## src/rtl/uart_pkg.sv

```systemverilog
// Shared UART types: receiver FSM states and parity modes.
// Also used by the parametrised transmitter.
package uart_pkg;

    typedef enum logic [2:0] {
        IDLE   = 3'd0,
        START  = 3'd1,
        DATA   = 3'd2,
        PARITY = 3'd3,
        STOP   = 3'd4
    } rx_state_t;

    typedef enum logic [1:0] {
        PAR_NONE = 2'd0,
        PAR_EVEN = 2'd1,
        PAR_ODD  = 2'd2
    } parity_t;

endpackage

```

## src/rtl/uart_rx_param_if.sv

```systemverilog
// Byte-side bus between the UART receiver and its consumer.
interface uart_rx_param_if #(
    parameter int DATA_BITS = 8
);
    // rdy is the valid flag for rx_data and the error bits. The consumer
    // acknowledges with a one-clk clr_rdy pulse. The receiver never waits:
    // a new byte overwrites rx_data and flags overrun_err if rdy was still up.
    logic [DATA_BITS-1:0] rx_data;
    logic                 rdy;
    logic                 parity_err;
    logic                 frame_err;
    logic                 overrun_err;
    logic                 busy;
    logic                 clr_rdy;

    modport master (
        output rx_data, rdy, parity_err, frame_err, overrun_err, busy,
        input  clr_rdy
    );

    modport slave (
        input  rx_data, rdy, parity_err, frame_err, overrun_err, busy,
        output clr_rdy
    );
endinterface

```

## src/rtl/uart_rx_sync.sv

```systemverilog
// Two-flop synchroniser for an asynchronous input that idles high.
module uart_rx_sync (
    input  logic clk,
    input  logic rst_n,
    input  logic rx_a,
    output logic rx_s
);
    logic meta;

    always_ff @(posedge clk or negedge rst_n) begin
        if (!rst_n) begin
            meta <= 1'b1;
            rx_s <= 1'b1;
        end else begin
            meta <= rx_a;
            rx_s <= meta;
        end
    end
endmodule

```

## src/rtl/uart_rx_param.sv

```systemverilog
// Oversampled UART receiver with configurable width, stop bits and errors.
// Parity checking is built only when UART_RX_PARITY_EN is defined.
module uart_rx_param
    import uart_pkg::*;
#(
    parameter int DATA_BITS  = 8,
    parameter int OVERSAMPLE = 16
) (
    input  logic            clk,
    input  logic            rst_n,
    input  logic            RX,
    input  logic            os_tick,
    input  logic [1:0]      parity_mode,
    input  logic            two_stop,
    uart_rx_param_if.master bus,
    output rx_state_t       dbg_state
);
    localparam int OS_W = $clog2(OVERSAMPLE);
    localparam int BC_W = $clog2(DATA_BITS + 1);
    localparam logic [OS_W-1:0] OS_MID  = OS_W'(OVERSAMPLE / 2 - 1);
    localparam logic [OS_W-1:0] OS_LAST = OS_W'(OVERSAMPLE - 1);
    localparam logic [BC_W-1:0] BC_LAST = BC_W'(DATA_BITS - 1);

    rx_state_t            state, next_state;
    logic                 rx_s, armed;
    logic [OS_W-1:0]      os_cnt;
    logic [BC_W-1:0]      bit_cnt, stop_last;
    logic [DATA_BITS-1:0] shreg, rx_data_q;
    logic                 two_stop_q, fe_pend, frame_err_q, rdy_q, overrun_q;
    logic                 os_clr, os_inc, bit_clr, bit_inc, shift_en;
    logic                 stop_chk, done, start_frame, at_mid, at_last;

    uart_rx_sync u_sync (
        .clk   (clk),
        .rst_n (rst_n),
        .rx_a  (RX),
        .rx_s  (rx_s)
    );

    assign at_mid    = os_tick && (os_cnt == OS_MID);
    assign at_last   = os_tick && (os_cnt == OS_LAST);
    // bit_cnt is reused to count stop samples
    assign stop_last = two_stop_q ? BC_W'(1) : '0;

`ifdef UART_RX_PARITY_EN
    logic [1:0] mode_q;
    logic       par_pend, par_chk, par_active, par_exp, parity_err_q;

    assign par_active = (mode_q == PAR_EVEN) || (mode_q == PAR_ODD);
    assign par_exp    = (mode_q == PAR_ODD) ? ~(^shreg) : (^shreg);
`else
    logic unused_parity_mode;
    assign unused_parity_mode = ^parity_mode;
`endif

    always_ff @(posedge clk or negedge rst_n) begin
        if (!rst_n) state <= IDLE;
        else        state <= next_state;
    end

    always_comb begin
        next_state  = state;
        os_clr      = 1'b0;
        os_inc      = 1'b0;
        bit_clr     = 1'b0;
        bit_inc     = 1'b0;
        shift_en    = 1'b0;
        stop_chk    = 1'b0;
        done        = 1'b0;
        start_frame = 1'b0;
`ifdef UART_RX_PARITY_EN
        par_chk     = 1'b0;
`endif
        case (state)
            IDLE: begin
                if (armed && !rx_s) begin
                    next_state  = START;
                    os_clr      = 1'b1;
                    start_frame = 1'b1;
                end
            end
            START: begin
                if (at_mid) begin
                    os_clr     = 1'b1;
                    bit_clr    = 1'b1;
                    next_state = rx_s ? IDLE : DATA;
                end else if (os_tick) begin
                    os_inc = 1'b1;
                end
            end
            DATA: begin
                if (at_last) begin
                    os_clr   = 1'b1;
                    shift_en = 1'b1;
                    bit_inc  = 1'b1;
                    if (bit_cnt == BC_LAST) begin
                        bit_clr = 1'b1;
`ifdef UART_RX_PARITY_EN
                        next_state = par_active ? PARITY : STOP;
`else
                        next_state = STOP;
`endif
                    end
                end else if (os_tick) begin
                    os_inc = 1'b1;
                end
            end
`ifdef UART_RX_PARITY_EN
            PARITY: begin
                if (at_last) begin
                    os_clr     = 1'b1;
                    par_chk    = 1'b1;
                    next_state = STOP;
                end else if (os_tick) begin
                    os_inc = 1'b1;
                end
            end
`endif
            STOP: begin
                if (at_last) begin
                    os_clr   = 1'b1;
                    stop_chk = 1'b1;
                    bit_inc  = 1'b1;
                    if (bit_cnt == stop_last) begin
                        done       = 1'b1;
                        next_state = IDLE;
                    end
                end else if (os_tick) begin
                    os_inc = 1'b1;
                end
            end
            default: next_state = IDLE;
        endcase
    end

    always_ff @(posedge clk or negedge rst_n) begin
        if (!rst_n) begin
            armed       <= 1'b0;
            os_cnt      <= '0;
            bit_cnt     <= '0;
            shreg       <= '0;
            two_stop_q  <= 1'b0;
            fe_pend     <= 1'b0;
            rx_data_q   <= '0;
            frame_err_q <= 1'b0;
            rdy_q       <= 1'b0;
            overrun_q   <= 1'b0;
        end else begin
            // Re-arm only on a high line so a held break cannot retrigger
            if (state == IDLE && rx_s) armed <= 1'b1;
            else if (start_frame)      armed <= 1'b0;

            if (os_clr)      os_cnt <= '0;
            else if (os_inc) os_cnt <= os_cnt + 1'b1;

            if (bit_clr)      bit_cnt <= '0;
            else if (bit_inc) bit_cnt <= bit_cnt + 1'b1;

            if (shift_en) shreg <= {rx_s, shreg[DATA_BITS-1:1]};

            if (start_frame) begin
                two_stop_q <= two_stop;
                fe_pend    <= 1'b0;
            end
            if (stop_chk && !rx_s) fe_pend <= 1'b1;

            // Completion wins over a coincident clr_rdy, which then only
            // suppresses the overrun update.
            if (done) begin
                rx_data_q   <= shreg;
                frame_err_q <= fe_pend | ~rx_s;
                rdy_q       <= 1'b1;
                if (!bus.clr_rdy) overrun_q <= overrun_q | rdy_q;
            end else if (bus.clr_rdy) begin
                rdy_q     <= 1'b0;
                overrun_q <= 1'b0;
            end
        end
    end

`ifdef UART_RX_PARITY_EN
    always_ff @(posedge clk or negedge rst_n) begin
        if (!rst_n) begin
            mode_q       <= 2'd0;
            par_pend     <= 1'b0;
            parity_err_q <= 1'b0;
        end else begin
            if (start_frame) begin
                mode_q   <= parity_mode;
                par_pend <= 1'b0;
            end
            if (par_chk && (rx_s != par_exp)) par_pend <= 1'b1;
            if (done) parity_err_q <= par_pend;
        end
    end
    assign bus.parity_err = parity_err_q;
`else
    assign bus.parity_err = 1'b0;
`endif

    assign bus.rx_data     = rx_data_q;
    assign bus.rdy         = rdy_q;
    assign bus.frame_err   = frame_err_q;
    assign bus.overrun_err = overrun_q;
    assign bus.busy        = (state != IDLE);
    assign dbg_state       = state;
endmodule

```

## src/flat_wrapper.sv

```systemverilog
// flat-port wrapper written by rule: the top's interface ports become plain ports
module uart_rx_param_flat import uart_pkg::*;
#(
    parameter int DATA_BITS  = 8,
    parameter int OVERSAMPLE = 16
)
  (clk, rst_n, RX, os_tick, parity_mode, two_stop, dbg_state, bus_rx_data, bus_rdy, bus_parity_err, bus_frame_err, bus_overrun_err, bus_busy, bus_clr_rdy);
  uart_rx_param_if #(.DATA_BITS(DATA_BITS)) bus_i ();
  input  logic clk;
  input  logic rst_n;
  input  logic RX;
  input  logic os_tick;
  input  logic [1:0] parity_mode;
  input  logic two_stop;
  output rx_state_t dbg_state;
  output wire logic [$bits(bus_i.rx_data)-1:0] bus_rx_data;
  output wire logic [$bits(bus_i.rdy)-1:0] bus_rdy;
  output wire logic [$bits(bus_i.parity_err)-1:0] bus_parity_err;
  output wire logic [$bits(bus_i.frame_err)-1:0] bus_frame_err;
  output wire logic [$bits(bus_i.overrun_err)-1:0] bus_overrun_err;
  output wire logic [$bits(bus_i.busy)-1:0] bus_busy;
  input wire logic [$bits(bus_i.clr_rdy)-1:0] bus_clr_rdy;
  assign bus_rx_data = bus_i.rx_data;
  assign bus_rdy = bus_i.rdy;
  assign bus_parity_err = bus_i.parity_err;
  assign bus_frame_err = bus_i.frame_err;
  assign bus_overrun_err = bus_i.overrun_err;
  assign bus_busy = bus_i.busy;
  assign bus_i.clr_rdy = bus_clr_rdy;
  uart_rx_param #(.DATA_BITS(DATA_BITS), .OVERSAMPLE(OVERSAMPLE)) u_core (.clk(clk), .rst_n(rst_n), .RX(RX), .os_tick(os_tick), .parity_mode(parity_mode), .two_stop(two_stop), .bus(bus_i), .dbg_state(dbg_state));
endmodule
```

## config.mk

```make
export PLATFORM = sky130hd
export DESIGN_NAME = uart_rx_param_flat
export DESIGN_NICKNAME = d
export VERILOG_FILES = /design/src/rtl/uart_pkg.sv /design/src/rtl/uart_rx_param_if.sv /design/src/rtl/uart_rx_sync.sv /design/src/rtl/uart_rx_param.sv /design/src/flat_wrapper.sv
export SDC_FILE = /design/constraint.sdc
export NUM_CORES = 1
export LEC_CHECK = 0
export BUFFER_PORTS_ARGS = -buffer_cell sky130_fd_sc_hd__buf_4
export CAP_MARGIN = 20
export CORE_UTILIZATION = 58
export CTS_BUF_LIST = sky130_fd_sc_hd__clkbuf_8
export DETAILED_ROUTE_END_ITERATION = 7
export PLACE_DENSITY = 0.85
export RECOVER_POWER = 25
export SETUP_SLACK_MARGIN = 0.2
export SYNTH_ARGS = -nofsm -noshare
export SYNTH_HDL_FRONTEND = slang
export SYNTH_HIERARCHICAL = 1
export SYNTH_SLANG_ARGS = --single-unit
```

## constraint.sdc

```tcl
create_clock -name clk -period 2.6 [get_ports clk]
set_input_delay 0.13 -clock clk [delete_from_list [all_inputs] [get_ports clk]]
set_output_delay 0.13 -clock clk [all_outputs]
set_load 0.02 [all_outputs]
```

# [After elaboration in Yosys (flattened, before gate mapping)]
# Index checks and enable logic that the tools add are counted.
[op_classes] n_reduce_logical=16 addsub=2 n_bitwise=3 mux=38 eq_ne=14
[ops] op="$mux 1" count=23
[ops] op="$mux 3" count=6
[ops] op="$mux 4" count=4
[ops] op="$ne 2x1->1 const B" count=6
[ops] op="$pmux 3 s4" count=1
[ops] op="$reduce_bool 2->1" count=5
[ops] op="$add 4x1->4 const B" count=2
[ops] op="$eq 4x3->1 const B" count=2
[ops] op="$reduce_and 6->1" count=1
[ops] op="$logic_and 1x1->1" count=5
[ops] op="$eq 4x4->1" count=1
[ops] op="$eq 4x4->1 const B" count=1
[ops] op="$pmux 1 s2" count=2
[ops] op="$eq 3x1->1 const B" count=1
[ops] op="$eq 3x2->1 const B" count=1
[ops] op="$eq 3x3->1 const B" count=1
[ops] op="$logic_not 3->1" count=1
[ops] op="$pmux 1 s3" count=1
[ops] op="$reduce_bool 3->1" count=1
[ops] op="$mux 2" count=1
[ops] op="$ne 2x2->1 const B" count=1
[ops] op="$or 1x1->1" count=2
[ops] op="$reduce_and 2->1" count=1
[ops] op="$reduce_or 2->1" count=1
[ops] op="other kinds (2)" count=2
[totals] register_bits=35 word_cells=86 inputBits=8

# [Logic depth before layout (Yosys ltp)]
# Gate-level depths: netlist of run 1.
[depth] ltp_word=7 ltp_mapped=9

# [Hierarchy]
# The synthesis of run 1 kept the hierarchy.
[by_module_without_submodules] mod="uart_rx_param" instances=1 area_each_um2=1596.5 cells_per_inst=133
[by_module_without_submodules] mod="uart_rx_sync" instances=1 area_each_um2=52.6 cells_per_inst=2

# [Least setup slack after synthesis of run 1]
# Ideal clock, no wire load.
[synth_path] kind="register -> register" startpoint="register u_core.state[0], in the netlist u_core/dbg_state[0]" endpoint="register u_core.overrun_q, in the netlist u_core/bus.overrun_err" arrival_time_ns=1.812 t_required_ns=2.479 stages_incl_launch_ff=9 slack_ns=0.667 synth_period_minus_slack_ns=1.933 setup_time_ns=0.121 cell_sequence="dfrtp_1 nand2b_2 nor3_2 and2_1 buf_4 inv_4 ha_1 a21oi_1 a21oi_1"
[synth_via] elab_chain_cells=4
[synth_lines] item="from (decl)" line="uart_rx_param.sv:24" rtl="rx_state_t state, next_state;"
[synth_lines] item="from (signal assigned)" line="uart_rx_param.sv:58" rtl="else state <= next_state;"
[synth_lines] item="$eq 3x3->1 (*)" line="uart_rx_param.sv:74" rtl="case (state)"
[synth_lines] item="$mux 1 (*)" line="uart_rx_param.sv:74"
[synth_lines] item="$ne 2x2->1 (no line) or $reduce_bool 2->1 (tied branches)"
[synth_lines] item="$reduce_and 2->1 (no line)"
[synth_lines] item="to (signal assigned)" line="uart_rx_param.sv:173" rtl="if (!bus.clr_rdy) overrun_q <= overrun_q | rdy_q;"
[synth_lines] item="to (decl)" line="uart_rx_param.sv:29" rtl="logic two_stop_q, fe_pend, frame_err_q, rdy_q, overrun_q;"
# Mark *: on every way between the ends. The rest lies on a longest branch, timed or not.
# A chain may end at the register's enable or synchronous reset.

# [Worst setup path in the final report of run 1]
[layout_path] startpoint="register u_core.os_cnt[0]" endpoint="register u_core.overrun_q, in the netlist u_core/bus.overrun_err"
[layout_via] elab_chain_cells=6
[layout_lines] item="from (decl)" line="uart_rx_param.sv:26" rtl="logic [OS_W-1:0] os_cnt;"
[layout_lines] item="from (signal assigned)" line="uart_rx_param.sv:154" rtl="else if (os_inc) os_cnt <= os_cnt + 1'b1;"
[layout_lines] item="$eq 4x4->1 (*)" line="uart_rx_param.sv:41" rtl="assign at_last = os_tick && (os_cnt == OS_LAST);"
[layout_lines] item="$logic_and 1x1->1 (*)" line="uart_rx_param.sv:41"
[layout_lines] item="$mux 1 (*)" line="uart_rx_param.sv:120" rtl="if (at_last) begin"
[layout_lines] item="$mux 1 (*)" line="uart_rx_param.sv:74"
[layout_lines] item="$ne 2x2->1 (no line) or $reduce_bool 2->1 (tied branches)"
[layout_lines] item="$reduce_and 2->1 (no line)"
# Marked as above.

==> results of run 1 <==
[layer usage]
metal	routed length, microns	up-vias	GRT usage [%]
li1	-	534	-
met1	1250	566	24.3
met2	1510	33	36.1
met3	151	4	8.90
met4	29	0	10.4
met5	0	-	0
[cells by family (layout without fill, tap and decap cells)]
family | after synthesis | in the layout | synth area share, %
buf+inv | 11 | 36 | 3.79
mux | 19 | 19 | 13.6
compound gates | 25 | 25 | 9.79
flops | 35 | 35 | 53.3
fa+ha+maj | 3 | 3 | 2.28
other cells | 1 | 1 | 0.227
simple gates | 35 | 35 | 13.9
xor+xnor | 6 | 6 | 3.19
[critical path: cells and delay by family (launching register included)]
family | cells | cell delay, ns
flip-flops | 1 | 0.38
AO/OA/AOI/OAI | 2 | 0.21
AND/OR/NAND/NOR | 3 | 0.74
buffers and inverters | 1 | 0.07
adder cells (fa/ha/maj) | 2 | 0.51
[power by group through the flow]
stage | Clock [mW] | Sequential, mW | Combinational, mW
2_1_floorplan | 0 | 0.651 | 0.200
3_3_place_gp | 0 | 0.663 | 0.251
3_5_place_dp | 0 | 0.668 | 0.269
4_1_cts | 0.375 | 0.657 | 0.272
5_1_grt | 0.398 | 0.664 | 0.299
6_report | 0.357 | 0.660 | 0.270
[placed cells by master (no fill, tap or decap), drive strengths merged]
cell and n:
dfrtp 33, buf 20, mux2 18, a21oi 9, clkbuf 7, inv 6
nor3 6, nor2 5, o21ai 5, xnor2 4, nand3 3, nand2 3
o31ai 3, ha 3, nand2b 3, dlygate4sd3 2, xor2 2, nor4 2
or3 2, nand3b 2, dfstp 2, nor4b 2, nor2b 2, clkinvlp 1
and2 1, a22o 1, a31oi 1, and4b 1, a2bb2oi 1, o21bai 1
and2b 1, o311a 1, o311ai 1, o32a 1, mux2i 1, or4 1
a31o 1, nand4b 1, conb 1
[sequential cells by signal (all words and copies together), names as in the netlist, 3 cells and up]
| signal | cells |
|---|---|
| u_core/os_cnt | 4 |
| u_core/shreg | 8 |
| u_core/bit_cnt | 4 |
| u_core/dbg_state | 3 |
| u_core/bus.rx_data | 8 |
[path summary, 6_finish.rpt]
path	startpoint	endpoint	slack (ns)
max	u_core/os_cnt[0]$_DFFE_PN0P_	u_core/bus.overrun_err$_DFFE_PN0P_	0.59
min	two_stop	u_core/two_stop_q$_DFFE_PN0P_	0.07
max reg2reg	u_core/os_cnt[0]$_DFFE_PN0P_	u_core/bus.overrun_err$_DFFE_PN0P_	0.59
min reg2reg	u_core/u_sync/meta$_DFF_PN1_	u_core/u_sync/rx_s$_DFF_PN1_	0.35
max in group asynchronous	rst_n	u_core/shreg[3]$_DFFE_PN0P_	0.72
min in group asynchronous	rst_n	u_core/bus.rdy$_DFFE_PN0P_	0.85
[cell type report]
class                   count  area [sq um]
well taps                  30          37.5
fillers                   184           683
multi-input cells          89           708
clock inverters             2          11.3
inverters                   5          21.3
flip-flops and latches     35           878
clock buffers               5          68.8
repair buffers             24           181
[through the flow]
stage / setup WS (ns) / cells / power, mW
2_1_floorplan: 0.667 / 135 / 0.851
3_3_place_gp: 0.687 / 181 / 0.914
3_5_place_dp: 0.626 / 181 / 0.937
4_1_cts: 0.614 / 190 / 1.30
5_1_grt: 0.227 / 190 / 1.36
6_report: 0.585 / 190 / 1.29
[cells in the mapped netlist (all sizes together)]
library cell and number:
o21ai 5, nor4b 2, o21bai 1, a21oi 9
xor2 2, nand3b 2, a31o 1, dfstp 2
nand4b 1, inv 5, o311ai 1, buf 6
nor2 5, o31ai 3, ha 3, and2b 1
a31oi 1, and2 1, a22o 1, or3 2
nor3 6, mux2 18, nor2b 2, and4b 1
conb 1, mux2i 1, or4 1, nand3 3
nor4 2, o32a 1, xnor2 4, o311a 1
nand2 3, a2bb2oi 1, nand2b 3, dfrtp 33
==> impl_metrics.py, run 1 <==
metrics = {
    "worst_setup_path": {
        "crit_required_ns": 2.77,
        "worst_setup_path_end_kind": "flop",
        "cp.arrival_ns": 2.18,
        "crit_type": "reg2reg",
        "path_cells": "ha_1 > nand3_1 > nor3_2 > and2_1 > inv_4 > ha_1 > a21oi_1 > a21oi_1",
        "reg2regPathDepth": 8,
        "worstSetupStartpointType": "flop",
        "crit_slowest_cell": "dfrtp_1",
        "critPathMaxFanout": 6,
        "max_stage_delay_ns": 0.38,
    },
    "pwr": {
        "power.density_mw_per_mm2": 675,
        "pwr-share-clk_pct": 27.7,
        "p_sw_mw": 0.383,
        "switching_share_pct": 29.7,
        "power.leakage_nw": 0.901,
        "intPower_mw": 0.905,
        "seqPwrFrac_pct": 51.3,
        "peakVddDrop_mv": 0.640,
        "comb_power_share_pct": 21.0,
    },
    "final_layout": {
        "design_area_sq_mm": 0.00191,
        "syn_to_final_growth_pct": 15.6,
        "fin_nets": 171,
        "n_antenna_cell": 0,
        "postLayoutCoreUtil_pct": 73.6,
        "post_route_cells_drive_above_1_share_pct": 33.1,
    },
    "timing": {
        "fin_crit_sh_pct": 77.5,
        "clock_skew_ns": 0.00708,
        "rsz0062_at_grt": "no",
        "slew_violations": 36,
        "period_minus_slack_ns": 2.01,
        "relSlewSlack_pct": -18.6,
        "tns_ns": 0,
        "fmax_mhz": 496,
        "report.final.setup_viol": 0,
        "hold_viol": 0,
        "whs_ns": 0.0722,
        "tightest_slew_ns": 1.78,
    },
    "clock_network": {
        "ctsHtreeMaxLevel": 2,
        "cts_tree": "yes",
        "cts_inserted_buffers": 5,
        "cts_hold_buf": 2,
        "cts.sinks": 35,
        "cts_resized": 0,
        "clockRootBuffer": "clkbuf_8",
        "clockBufferDepth": 2,
        "post_cts_buffers": 0,
        "clk_pin_slew_worst_paths_ns": 0.06,
        "worstSkewPairLatency_ns": 0.29,
    },
    "min_path": {
        "hp-class": "in2reg",
        "worstHoldPathCells": 2,
    },
    "drt": {
        "drcViolationCount": 0,
        "drt_iter0_markers": 23,
        "via_per_inst": 5.98,
        "post_drt_wl_per_cell_microns": 15.4,
        "dr.pass1.iters": 4,
        "ant_nets": 0,
        "vias": 1137,
        "totalWireLength_mm": 2.93,
    },
    "synth": {
        "syn_avg_cell_area_sq_um": 12.2,
        "ys_ff_latch": 35,
        "syn-num-nets": 146,
        "synth_area_sq_mm": 0.00165,
        "synth_top_cell_by_area": "dfrtp_1",
        "ys_warn_count": 6,
        "synth_area_leaders": "dfrtp_1 (50%), mux2_2 (10%), dfstp_2 (3.2%)",
        "synthCells": 135,
        "synth_cell_type_count": 45,
        "synth_top_area_share_pct": 50.1,
        "ys_seq_area_share_pct": 53.3,
    },
    "grt": {
        "grt_pass1_wl_mm": 5.04,
        "antenna_found_initial": 0,
        "grt_max_degree": 36,
        "grt_pass1_vias": 1160,
        "grt_overflow": 0,
        "grt_usage_pct": 21.8,
    },
    "floorplan": {
        "initial_utilization_pct": 63.7,
        "io_pins": 24,
        "die_area_sq_mm": 0.00306,
        "core_sq_mm": 0.00259,
        "die_x_microns": 55.3,
        "die_h_microns": 55.3,
        "num_rows": 18,
    },
    "placement": {
        "place_hpwl_mm": 2.12,
        "dpl_cell_area_sq_mm": 0.00181,
        "gp_congestion": 0.857,
        "port_buffers": 20,
    },
    "flow_run": {
        "drv_cap": 1,
    },
    "run_status": {
        "violations": "capacitance limit, slew limit",
        "status": "finished with violations",
    },
}
Note: power is estimated with default switching activity, not from simulation.
==> inputs of run 2 (changes only) <==
CORE_UTILIZATION = 53   (was 58)
PLACE_DENSITY = 0.82   (was 0.85)
clock period = 1.8 ns   (was 2.6 ns; I/O delays follow)
==> run 2 against run 1 <==
Against the previous run:
- the run ends with DRC left
- hold slack got worse by 0.039 ns
- combinational power grew to 2.6 times the previous value
- final cell count grew 12%
- non-clock buffer count grew 21
- setup slack lost 0.48 ns
- sequential power increased by 45%
- maximum frequency up 19%
- first-iteration DRC count grew to 2.5 times the previous value
- die area is 9.1% higher
- cell area grew 24%
- critical path type unchanged
==> impl_metrics.py, run 2 (synthesis results as in run 1) <==
metrics = {
    "run_status": {
        "status": "finished with violations",
        "violations": "DRC",
    },
    "clock_network": {
        "ctsHtreeMaxLevel": 2,
        "worstSkewPairLatency_ns": 0.29,
        "clockBufferDepth": 2,
        "cts_tree": "yes",
        "clk_pin_slew_worst_paths_ns": 0.07,
        "cts_inserted_buffers": 5,
        "clockRootBuffer": "clkbuf_8",
        "cts.sinks": 35,
    },
    "drt": {
        "drcViolationCount": 1,
        "vias": 1260,
        "dr.pass1.iters": 6,
        "drt_iter0_markers": 58,
        "totalWireLength_mm": 3.97,
        "post_drt_wl_per_cell_microns": 18.6,
        "via_per_inst": 5.92,
        "ant_nets": 0,
    },
    "timing": {
        "whs_ns": 0.0332,
        "tightest_slew_ns": 0.841,
        "period_minus_slack_ns": 1.70,
        "rsz0062_at_grt": "yes",
        "hold_viol": 0,
        "slew_violations": 0,
        "fmax_mhz": 589,
        "clock_skew_ns": 0.00498,
        "relSlewSlack_pct": 43.9,
        "fin_crit_sh_pct": 94.3,
        "report.final.setup_viol": 0,
    },
    "placement": {
        "dpl_cell_area_sq_mm": 0.00198,
        "gp_congestion": 0.751,
        "place_hpwl_mm": 2.19,
        "port_buffers": 20,
    },
    "worst_setup_path": {
        "r2r-start": "u_core/os_cnt[0]$_DFFE_PN0P_",
        "cp.arrival_ns": 1.88,
        "worstSetupStartpointType": "flop",
        "crit_slowest_cell": "dfrtp_1",
        "crit_required_ns": 1.98,
        "path_cells": "ha_4 > nand3_4 > nor3_4 > and2_4 > buf_6 > inv_8 > ha_4 > a21oi_2 > a21oi_2",
        "critPathMaxFanout": 6,
        "reg2reg_setup_slack_ns": 0.10,
        "reg2regPathDepth": 9,
        "worst_setup_path_end_kind": "flop",
        "worstReg2RegEnd": "u_core/bus.overrun_err$_DFFE_PN0P_",
        "crit_type": "reg2reg",
        "max_stage_delay_ns": 0.39,
    },
    "final_layout": {
        "fillers": 158,
        "n_antenna_cell": 0,
        "post_route_cells_drive_above_1_share_pct": 56.6,
        "syn_to_final_growth_pct": 43.2,
        "fin_nets": 192,
        "final_common_cell": "buf_4",
        "final_cell_mix": "buf_4 (37), dfrtp_1 (29), mux2_4 (16)",
        "design_area_sq_mm": 0.00236,
    },
    "pwr": {
        "pwr-share-clk_pct": 33.0,
        "switching_share_pct": 28.4,
        "power.density_mw_per_mm2": 1050,
        "peakVddDrop_mv": 0.794,
        "intPower_mw": 1.78,
        "power.leakage_nw": 1.10,
        "seqPwrFrac_pct": 38.5,
        "p_sw_mw": 0.706,
        "comb_power_share_pct": 28.5,
    },
    "floorplan": {
        "num_rows": 19,
        "io_pins": 24,
        "die_h_microns": 57.8,
        "die_x_microns": 57.8,
        "core_sq_mm": 0.00285,
        "die_area_sq_mm": 0.00334,
        "initial_utilization_pct": 57.8,
    },
    "grt": {
        "busiest_layer": "met2",
        "grt_overflow": 0,
        "global_route.usage.met1_pct": 28.8,
        "grt_max_degree": 36,
        "grtUsageMet3_pct": 7.37,
        "antenna_found_initial": 0,
        "grt_pass1_vias": 1183,
        "grt_usage_pct": 24.1,
        "grt_pass1_wl_mm": 5.80,
        "grtUsageMet2_pct": 40.2,
    },
    "min_path": {
        "min_from": "two_stop",
        "worstHoldPathCells": 2,
        "hp-class": "in2reg",
        "min_to": "u_core/two_stop_q$_DFFE_PN0P_",
    },
    "flow_run": {
        "drv_cap": 0,
    },
}
[run 2: cell type report]
type                       instances  area (sq um)  area share (%)
multi-input combinational         89           931            39.4
timing repair buffer              45           349            14.8
clock inverter                     3          63.8            2.70
sequential                        35           883            37.4
inverter                           5          26.3            1.11
tap                               31          38.8            1.64
clock buffer                       5          68.8            2.91
[run 2: layer usage]
layer / vias to the layer above / share of wire (%)
met1: 640 / 42
li1: 578 / -
met3: 8 / 3.5
met4: 0 / 2.7
met5: - / 0
met2: 34 / 52
[run 2: timing repair]
action | CTS | global route
resized for setup | 8 | 26
hold buffers | 2 | 0
setup endpoints to repair | 24 | 27
pin swaps | 4 | 8
gates cloned | 0 | 0
setup buffers | 4 | 8
endpoints found under the hold margin | 34 | 0
[run 2: per-stage QoR]
stage	utilization [%]	power [mW]	setup TNS, ns	setup slack, ns	cells
final	82.8	2.48	0	0.102	213
after detailed placement	69.3	1.44	-0.00588	-0.00588	191
after global routing	82.8	2.58	0	0.000139	213
after floorplan	-	1.28	0	0.0378	135
after CTS	77.1	2.34	0	0.136	205
after global placement	69.3	1.42	0	0.0475	191
[run 2: power groups by stage]
stage	Combinational (mW)	Sequential (mW)	Clock, mW
2_1_floorplan	0.330	0.952	0
3_3_place_gp	0.470	0.946	0
3_5_place_dp	0.487	0.949	0
4_1_cts	0.567	0.942	0.833
5_1_grt	0.759	0.961	0.862
6_report	0.707	0.955	0.820
[run 2: how the worst max path moves through the flow]
| stage | start | end | cells past startpoint |
|---|---|---|---|
| after floorplan | u_core/os_cnt[0]$_DFFE_PN0P_ | u_core/shreg[0]$_DFFE_PN0P_ | 5 |
| after global placement | u_core/os_cnt[0]$_DFFE_PN0P_ | u_core/bus.overrun_err$_DFFE_PN0P_ | 9 |
| after detailed placement | u_core/os_cnt[0]$_DFFE_PN0P_ | u_core/bus.overrun_err$_DFFE_PN0P_ | 9 |
| after CTS | u_core/os_cnt[1]$_DFFE_PN0P_ | u_core/bus.overrun_err$_DFFE_PN0P_ | 9 |
| after global routing | u_core/os_cnt[0]$_DFFE_PN0P_ | u_core/bus.overrun_err$_DFFE_PN0P_ | 9 |
| final | u_core/os_cnt[0]$_DFFE_PN0P_ | u_core/bus.overrun_err$_DFFE_PN0P_ | 9 |
[run 2: critical path, delay by kind of cell, from the launching register on]
| kind | cells | cell delay (ns) |
|---|---|---|
| buffers and inverters | 2 | 0.15 |
| adders and majority gates | 2 | 0.38 |
| AOI/OAI and AO/OA | 2 | 0.18 |
| DFF | 1 | 0.39 |
| and+or+nand+nor | 3 | 0.48 |
